### src/rtl/counter_if.sv
// Purpose : groups the counter's direction input and registered count output.
// Latency : none (plain wires between the driver and the counter).
// Backpressure: none; the counter steps every cycle with no handshake.
// Ports/signals:
//   mode : 1 = count up, 0 = count down (driven by master)
//   cnt  : signed 10-bit registered count (driven by slave)
interface counter_if;
    logic              mode;
    logic signed [9:0] cnt;

    modport master (output mode, input cnt);
    modport slave  (input mode, output cnt);
endinterface

### src/rtl/counter_core.sv
// Purpose : signed up(+5)/down(-9) counter that never takes the value -11
//           and saturates to the range -230..235.
// Latency : one cycle from rst/mode to cnt.
// Backpressure: none; a new step is taken on every clock edge.
// Ports:
//   clk : rising-edge clock
//   rst : synchronous active-high reset, loads -50
//   bus : counter_if.slave (mode in, cnt out)
module counter_core (
    input  logic      clk,
    input  logic      rst,
    counter_if.slave  bus
);

    localparam logic signed [9:0]  CNT_RST   = -10'sd50;
    localparam logic signed [10:0] CNT_MAX   = 11'sd235;
    localparam logic signed [10:0] CNT_MIN   = -11'sd230;
    // These two start points are the only ones whose normal step lands on -11,
    // so they take a double step to jump over it.
    localparam logic signed [10:0] UP_SKIP   = -11'sd16;
    localparam logic signed [10:0] DN_SKIP   = -11'sd2;

    logic signed [9:0]  cnt_q;
    logic signed [9:0]  cnt_d;
    logic signed [10:0] cur_w;
    logic signed [10:0] step_w;
    logic signed [10:0] sum_w;

    // 11-bit intermediates: the widest excursion (-230 - 18 = -248, 235 + 10)
    // stays well inside range, so the clamp sees the true value before any
    // truncation back to 10 bits.
    always_comb begin
        cur_w  = {cnt_q[9], cnt_q};
        step_w = 11'sd0;
        sum_w  = cur_w;
        if (bus.mode) begin
            step_w = (cur_w == UP_SKIP) ? 11'sd10 : 11'sd5;
            sum_w  = cur_w + step_w;
            if (sum_w > CNT_MAX) begin
                sum_w = CNT_MAX;
            end
        end else begin
            step_w = (cur_w == DN_SKIP) ? 11'sd18 : 11'sd9;
            sum_w  = cur_w - step_w;
            if (sum_w < CNT_MIN) begin
                sum_w = CNT_MIN;
            end
        end
        cnt_d = 10'(sum_w);
    end

    always_ff @(posedge clk) begin
        if (rst) begin
            cnt_q <= CNT_RST;
        end else begin
            cnt_q <= cnt_d;
        end
    end

    assign bus.cnt = cnt_q;

endmodule

### src/flat_wrapper.sv
// flat-port wrapper written by rule: the top's interface ports become plain ports
module counter_core_flat 
  (clk, rst, bus_mode, bus_cnt);
  counter_if bus_i ();
  input  logic clk;
  input  logic rst;
  input wire logic [$bits(bus_i.mode)-1:0] bus_mode;
  output wire logic [$bits(bus_i.cnt)-1:0] bus_cnt;
  assign bus_i.mode = bus_mode;
  assign bus_cnt = bus_i.cnt;
  counter_core u_core (.clk(clk), .rst(rst), .bus(bus_i));
endmodule
### config.mk
export PLATFORM = sky130hd
export DESIGN_NAME = counter_core_flat
export DESIGN_NICKNAME = d
export VERILOG_FILES = /design/src/rtl/counter_if.sv /design/src/rtl/counter_core.sv /design/src/flat_wrapper.sv
export SDC_FILE = /design/constraint.sdc
export NUM_CORES = 1
export LEC_CHECK = 0
export ABC_AREA = 1
export CAP_MARGIN = 20
export CORE_AREA = 2 2 49 74
export CTS_CLUSTER_DIAMETER = 200
export CTS_CLUSTER_SIZE = 8
export DETAILED_ROUTE_END_ITERATION = 16
export DIE_AREA = 0 0 51 76
export PLACE_DENSITY = 0.66
export SYNTH_ARGS = -nofsm -noshare
export SYNTH_HDL_FRONTEND = slang
export SYNTH_SLANG_ARGS = --single-unit
### constraint.sdc
create_clock -name clk -period 2.39 [get_ports clk]
set_input_delay 0.239 -clock clk [delete_from_list [all_inputs] [get_ports clk]]
set_output_delay 0.239 -clock clk [all_outputs]
set_load 0.1 [all_outputs]
== After elaboration in Yosys (flattened, before gate mapping) ==
Index checks and enable logic that the tools add are counted.

* Register bits: 10
* Input bits: 3
* Output and inout port bits: 10
* Word-level logic and storage cells: 12

* Add/sub/neg operators: 2
* Magnitude comparators: 2
* Equal/unequal tests: 2
* Muxes and demuxes: 5

{| class="wikitable"
|+ Operators with widths
! kind !! number
|-
| 2-to-1 mux 10 bit || 3
|-
| adder 10 x 5 -> 11 bit || 1
|-
| greater-than comparator 11 x 9 -> 1 bit, second input constant || 1
|-
| < comparator 11 x 9 -> 1 bit, second input constant || 1
|-
| subtractor 10 x 6 -> 11 bit || 1
|-
| equality test 10 x 2 -> 1 bit, second input constant || 1
|-
| equality test 10 x 5 -> 1 bit, second input constant || 1
|-
| 2-to-1 mux 5 bit || 1
|-
| 2-to-1 mux 4 bit || 1
|}

== Logic depth before layout (Yosys ltp) ==
Gate-level depths: netlist (run 1).

* Depth in word-level cells: 6
* Gate-level depth with buffers: 21
* Gate-level depth less buffers: 21

== Least setup slack after synthesis (run 1) ==
OpenSTA, ideal clock, no wires.

* Path type: reg-to-reg
* From: register u_core.cnt_q[5] (netlist: u_core.bus.cnt[5])
* To: register u_core.cnt_q[1] (netlist: u_core.bus.cnt[1])
* Library setup time: 126 ps
* Data arrival time: 3086 ps
* Data required time: 2264 ps
* Path slack: -822 ps
* Stages on the path, launching flop included: 20
* Buffers on the path: 0
* Clock period less this slack: 3212 ps
* Cell sequence: dfxtp_1 inv_2 nor3_2 nand3_1 inv_1 nand4_1 ha_1 nand2_1 nor2_1 nand2_1 nand2_1 nand2_1 nand2_1 inv_1 nand3_1 nand2_2 nand2_4 nand2_1 nand2_1 nand3_1

* Word-level cells in the longest chain between the ends: 6
* Elaborated cells on any way between the ends: 11
* Classes of those cells: add/sub: 2; order compare: 2; eq/ne: 2; mux: 5

{| class="wikitable"
|+ Ends and longest elaborated chain
! what !! RTL line !! text
|-
| from (decl) || counter_core.sv:23 || <nowiki>logic signed [9:0] cnt_q;</nowiki>
|-
| from (signal assigned) || counter_core.sv:56 || <nowiki>cnt_q <= cnt_d;</nowiki>
|-
| equality test 10 x 2 -> 1 bit or equality test 10 x 5 -> 1 bit (tied branches) || counter_core.sv:43, counter_core.sv:37 ||
|-
| 2-to-1 mux 5 bit or 2-to-1 mux 4 bit (tied branches) || counter_core.sv:43, counter_core.sv:37 ||
|-
| subtractor 10 x 6 -> 11 bit or adder 10 x 5 -> 11 bit (tied branches) || counter_core.sv:44, counter_core.sv:38 ||
|-
| < comparator 11 x 9 -> 1 bit or greater-than comparator 11 x 9 -> 1 bit (tied branches) || counter_core.sv:45, counter_core.sv:39 ||
|-
| 2-to-1 mux 10 bit, on equally long branches || counter_core.sv:45, counter_core.sv:39 ||
|-
| 2-to-1 mux 10 bit (*) || counter_core.sv:36 || <nowiki>if (bus.mode) begin</nowiki>
|}

Every way passes the cells marked *; elsewhere a longest branch is shown, timed or not.
A chain may end at the register's enable or synchronous reset.

== Worst setup path after layout (run 1) ==
* From: register u_core.cnt_q[5] (netlist: u_core.bus.cnt[5])
* To: register u_core.cnt_q[5] (netlist: u_core.bus.cnt[5])

The elaborated chain is that of the path after synthesis.

==> impl_metrics.toml, run 1 <==
[outcome]
status = "finished, violations left"
violations = "negative setup slack"

[worst_setup_path]
slowest_stage = "ha_4"
worst_path_largest_cell_delay_ps = 390
rr_worst_depth = 18
cp_max_fo = 4
arrival_ps = 2690
rr_endpoint = "u_core.bus.cnt[5]"
timing.critical_path.cells = "inv_4 -> nor3_4 -> nand3_2 -> inv_2 -> nand4_1 -> ha_4 -> nand2_1 -> nand2_2 -> nand2_4 -> nand3_4 -> nand2_2 -> buf_4 -> buf_4 -> buf_4 -> a21oi_2 -> nand2_1 -> nand2_1 -> nor2_1"
r2r_start = "u_core.bus.cnt[5]"
cp_data_required_time_ps = 2530
end_kind = "flip-flop"
worst-r2r-setup-slack_ps = -160
cp-start-kind = "flip-flop"
critPathKind = "reg2reg"

[synth]
avgSynthCellArea_um2 = 5.72
synthCells = 218
synth_fa_ha_area_share_pct = 13.1
ys_types = 22
synth_compound_area_share_pct = 6.53
synthXorXnorAreaFrac_pct = 2.81
ys_ff_latch = 10
yosys_warnings = 0
mappedNetlistNets = 234
synth-simple-area-share_pct = 51.6
syn_area_mm2 = 0.00125
synth_top_family_by_area = "simple AND/OR/NAND/NOR gates"
synth_mux_area_share_pct = 0
ys_seq_area_share_pct = 16.1

[detailed_routing]
antenna_left = 0
drc_errors = 0
wl_per_cell_um = 13.9
drt_wl_total_um = 4200
dr.pass1.iters = 4
via_count = 1551
first_iter_violations = 69
vias_per_cell = 5.14

[grt]
grt_pass1_wl_um = 6700
grt_max_degree = 12
overflow = 0
grt_pass1_vias = 1537
antenna_found_initial = 0
grtUsageTotal_pct = 22.4

[clock_network]
cts_made_buffers = 3
clk_path_buf_depth = 2
path_clk_slew_ps = 50
cts_hold_buffers = 0
root_buffer = "clkbuf_8"
cts_sinks = 10
ctsHtreeMaxLevel = 1
insertion_delay_ps = 250
cts_tree = "built"

[sta]
timing.hold.ws_ps = 635
slew_violations = 0
fin_crit_ps = 2550
slew_headroom_pct = 69.9
fmax_mhz = 392
setup_viol = 10
finalHoldViolCount = 0
fin_crit_sh_pct = 107
rsz0062_at_grt = "yes"
fin_skew_ps = 7.71
tightest_slew_ps = 448
setup_ws_ps = -163

[pwr]
p_per_area_mw_per_mm2 = 663
p_total_uw = 1270
ir_drop_v = 0.000450
p_leak_uw = 0.000964

[min_path]
min_path_type = "in2reg"
worstHoldPathCells = 2
hold_end = "u_core.bus.cnt[4]"
hold_start = "rst"

[finish]
drive_above_1_share_pct = 44.6
multiInputGateArea_mm2 = 0.00117
largest_register_ffs = 10
nNetsFinal = 277
n_fill_cell = 311
area_delta_synth_final_pct = 54.0
seqCellArea_um2 = 228
diodes = 0

[floorplanning]
dieArea_mm2 = 0.00388
die_height_um = 76
row_count = 26
core-area_mm2 = 0.00329
initial_core_util_pct = 37.9
die_x_um = 51
io-pin-count = 13

[placed_design]
dp_hpwl_um = 2850
place_ws_ps = -144
place.gp.congestion = 0.858
io_buffers = 12

[job]
maxCapViolCount = 0
-- worst max-delay path by stage --
stage	endpoint	start	slack, ps
detailed placement	u_core.bus.cnt[1]	u_core.bus.cnt[7]	-140
finish	u_core.bus.cnt[5]	u_core.bus.cnt[5]	-160
global placement	u_core.bus.cnt[1]	u_core.bus.cnt[7]	-100
global route	u_core.bus.cnt[7]	u_core.bus.cnt[5]	-280
floorplan	u_core.bus.cnt[3]	u_core.bus.cnt[7]	-120
CTS	u_core.bus.cnt[2]	u_core.bus.cnt[4]	-130
-- report_power, final --
group	leakage, uW	switching [uW]	internal, uW
Sequential	0.0000844	38.3	197
Clock	0.0000231	74.7	113
Combinational	0.000856	551	298
-- layout by cell type (no fill, tap or decap), drive strengths merged --
cell type	instances
dfxtp	10
clkbuf	3
clkdlybuf4s50	2
ha	13
xor2	2
o21a	1
nand2	86
clkinv	3
xnor2	2
nor3	2
buf	36
inv	30
nand4	4
o21ai	5
nand3	28
a21oi	9
nor2	23
nand3b	1
-- timing repair --
item,4_1_cts,5_1_grt
buffers inserted,5,2
setup endpoints to repair,10,10
resized for setup,30,26
pin swaps,14,19
cloned,1,0
-- cell families after synthesis --
kind of cell / Yosys count
DFF: 10
and+or+nand+nor: 143
xor gates and xnor gates: 4
adders and majority gates: 13
buffers and inverters: 33
AOI/OAI and AO/OA: 15
-- worst max-delay path, delay by kind of cell (launching register included) --
| family | cells | cell delay, ps |
|---|---|---|
| AND/OR/NAND/NOR | 11 | 1090 |
| buffers and inverters | 5 | 480 |
| adder cells (fa/ha/maj) | 1 | 390 |
| flip-flops | 1 | 350 |
| AO/OA/AOI/OAI | 1 | 120 |
-- through the flow --
stage | cell area [um^2] | TNS, ps | instances | utilization, %
3_5_place_dp | 1570 | -1100 | 290 | 47.9
4_1_cts | 1800 | -980 | 300 | 54.7
6_report | 1920 | -1150 | 302 | 58.4
5_1_grt | 1920 | -2460 | 302 | 58.4
2_1_floorplan | 1290 | -972 | 218 | -
3_3_place_gp | 1570 | -737 | 290 | 47.9
-- area by class of cell --
cell class / count / area share, %
Inverter: 32 / 6.52
Clock buffer: 3 / 2.15
Tap cell: 42 / 2.74
Clock inverter: 1 / 0.196
Multi-Input combinational cell: 176 / 61.2
Sequential cell: 10 / 11.9
Timing Repair Buffer: 38 / 15.3
-- cell usage after synthesis (all sizes together) --
library cell	n	area, um^2
a21oi	9	48.8
buf	1	3.75
clkinv	2	7.51
dfxtp	10	200
ha	13	163
inv	30	113
nand2	85	349
nand3	28	140
nand3b	1	7.51
nand4	4	25.0
nor2	23	101
nor3	2	20.0
o21a	1	7.51
o21ai	5	25.0
xnor2	2	17.5
xor2	2	17.5
-- metal layers --
metal,vias up,track usage (%),wire length (um)
met2,62,40.1,2190
li1,775,-,-
met4,0,10.5,155
met5,-,0,0
met3,13,1.37,186
met1,701,26.0,1680
No activity file was read; power rests on OpenSTA's default activity.
==> run 2, diff against run 1 <==
--- a/config.mk
+++ b/config.mk
@@ -6,6 +6,7 @@
 export NUM_CORES = 1
 export LEC_CHECK = 0
 export ABC_AREA = 1
+export ABC_CLOCK_PERIOD_IN_PS = 2390
 export CAP_MARGIN = 20
 export CORE_AREA = 2 2 49 74
 export CTS_CLUSTER_DIAMETER = 200
==> results of run 2 <==
No change in the layout: final DEF, timing and power equal those of run 1.
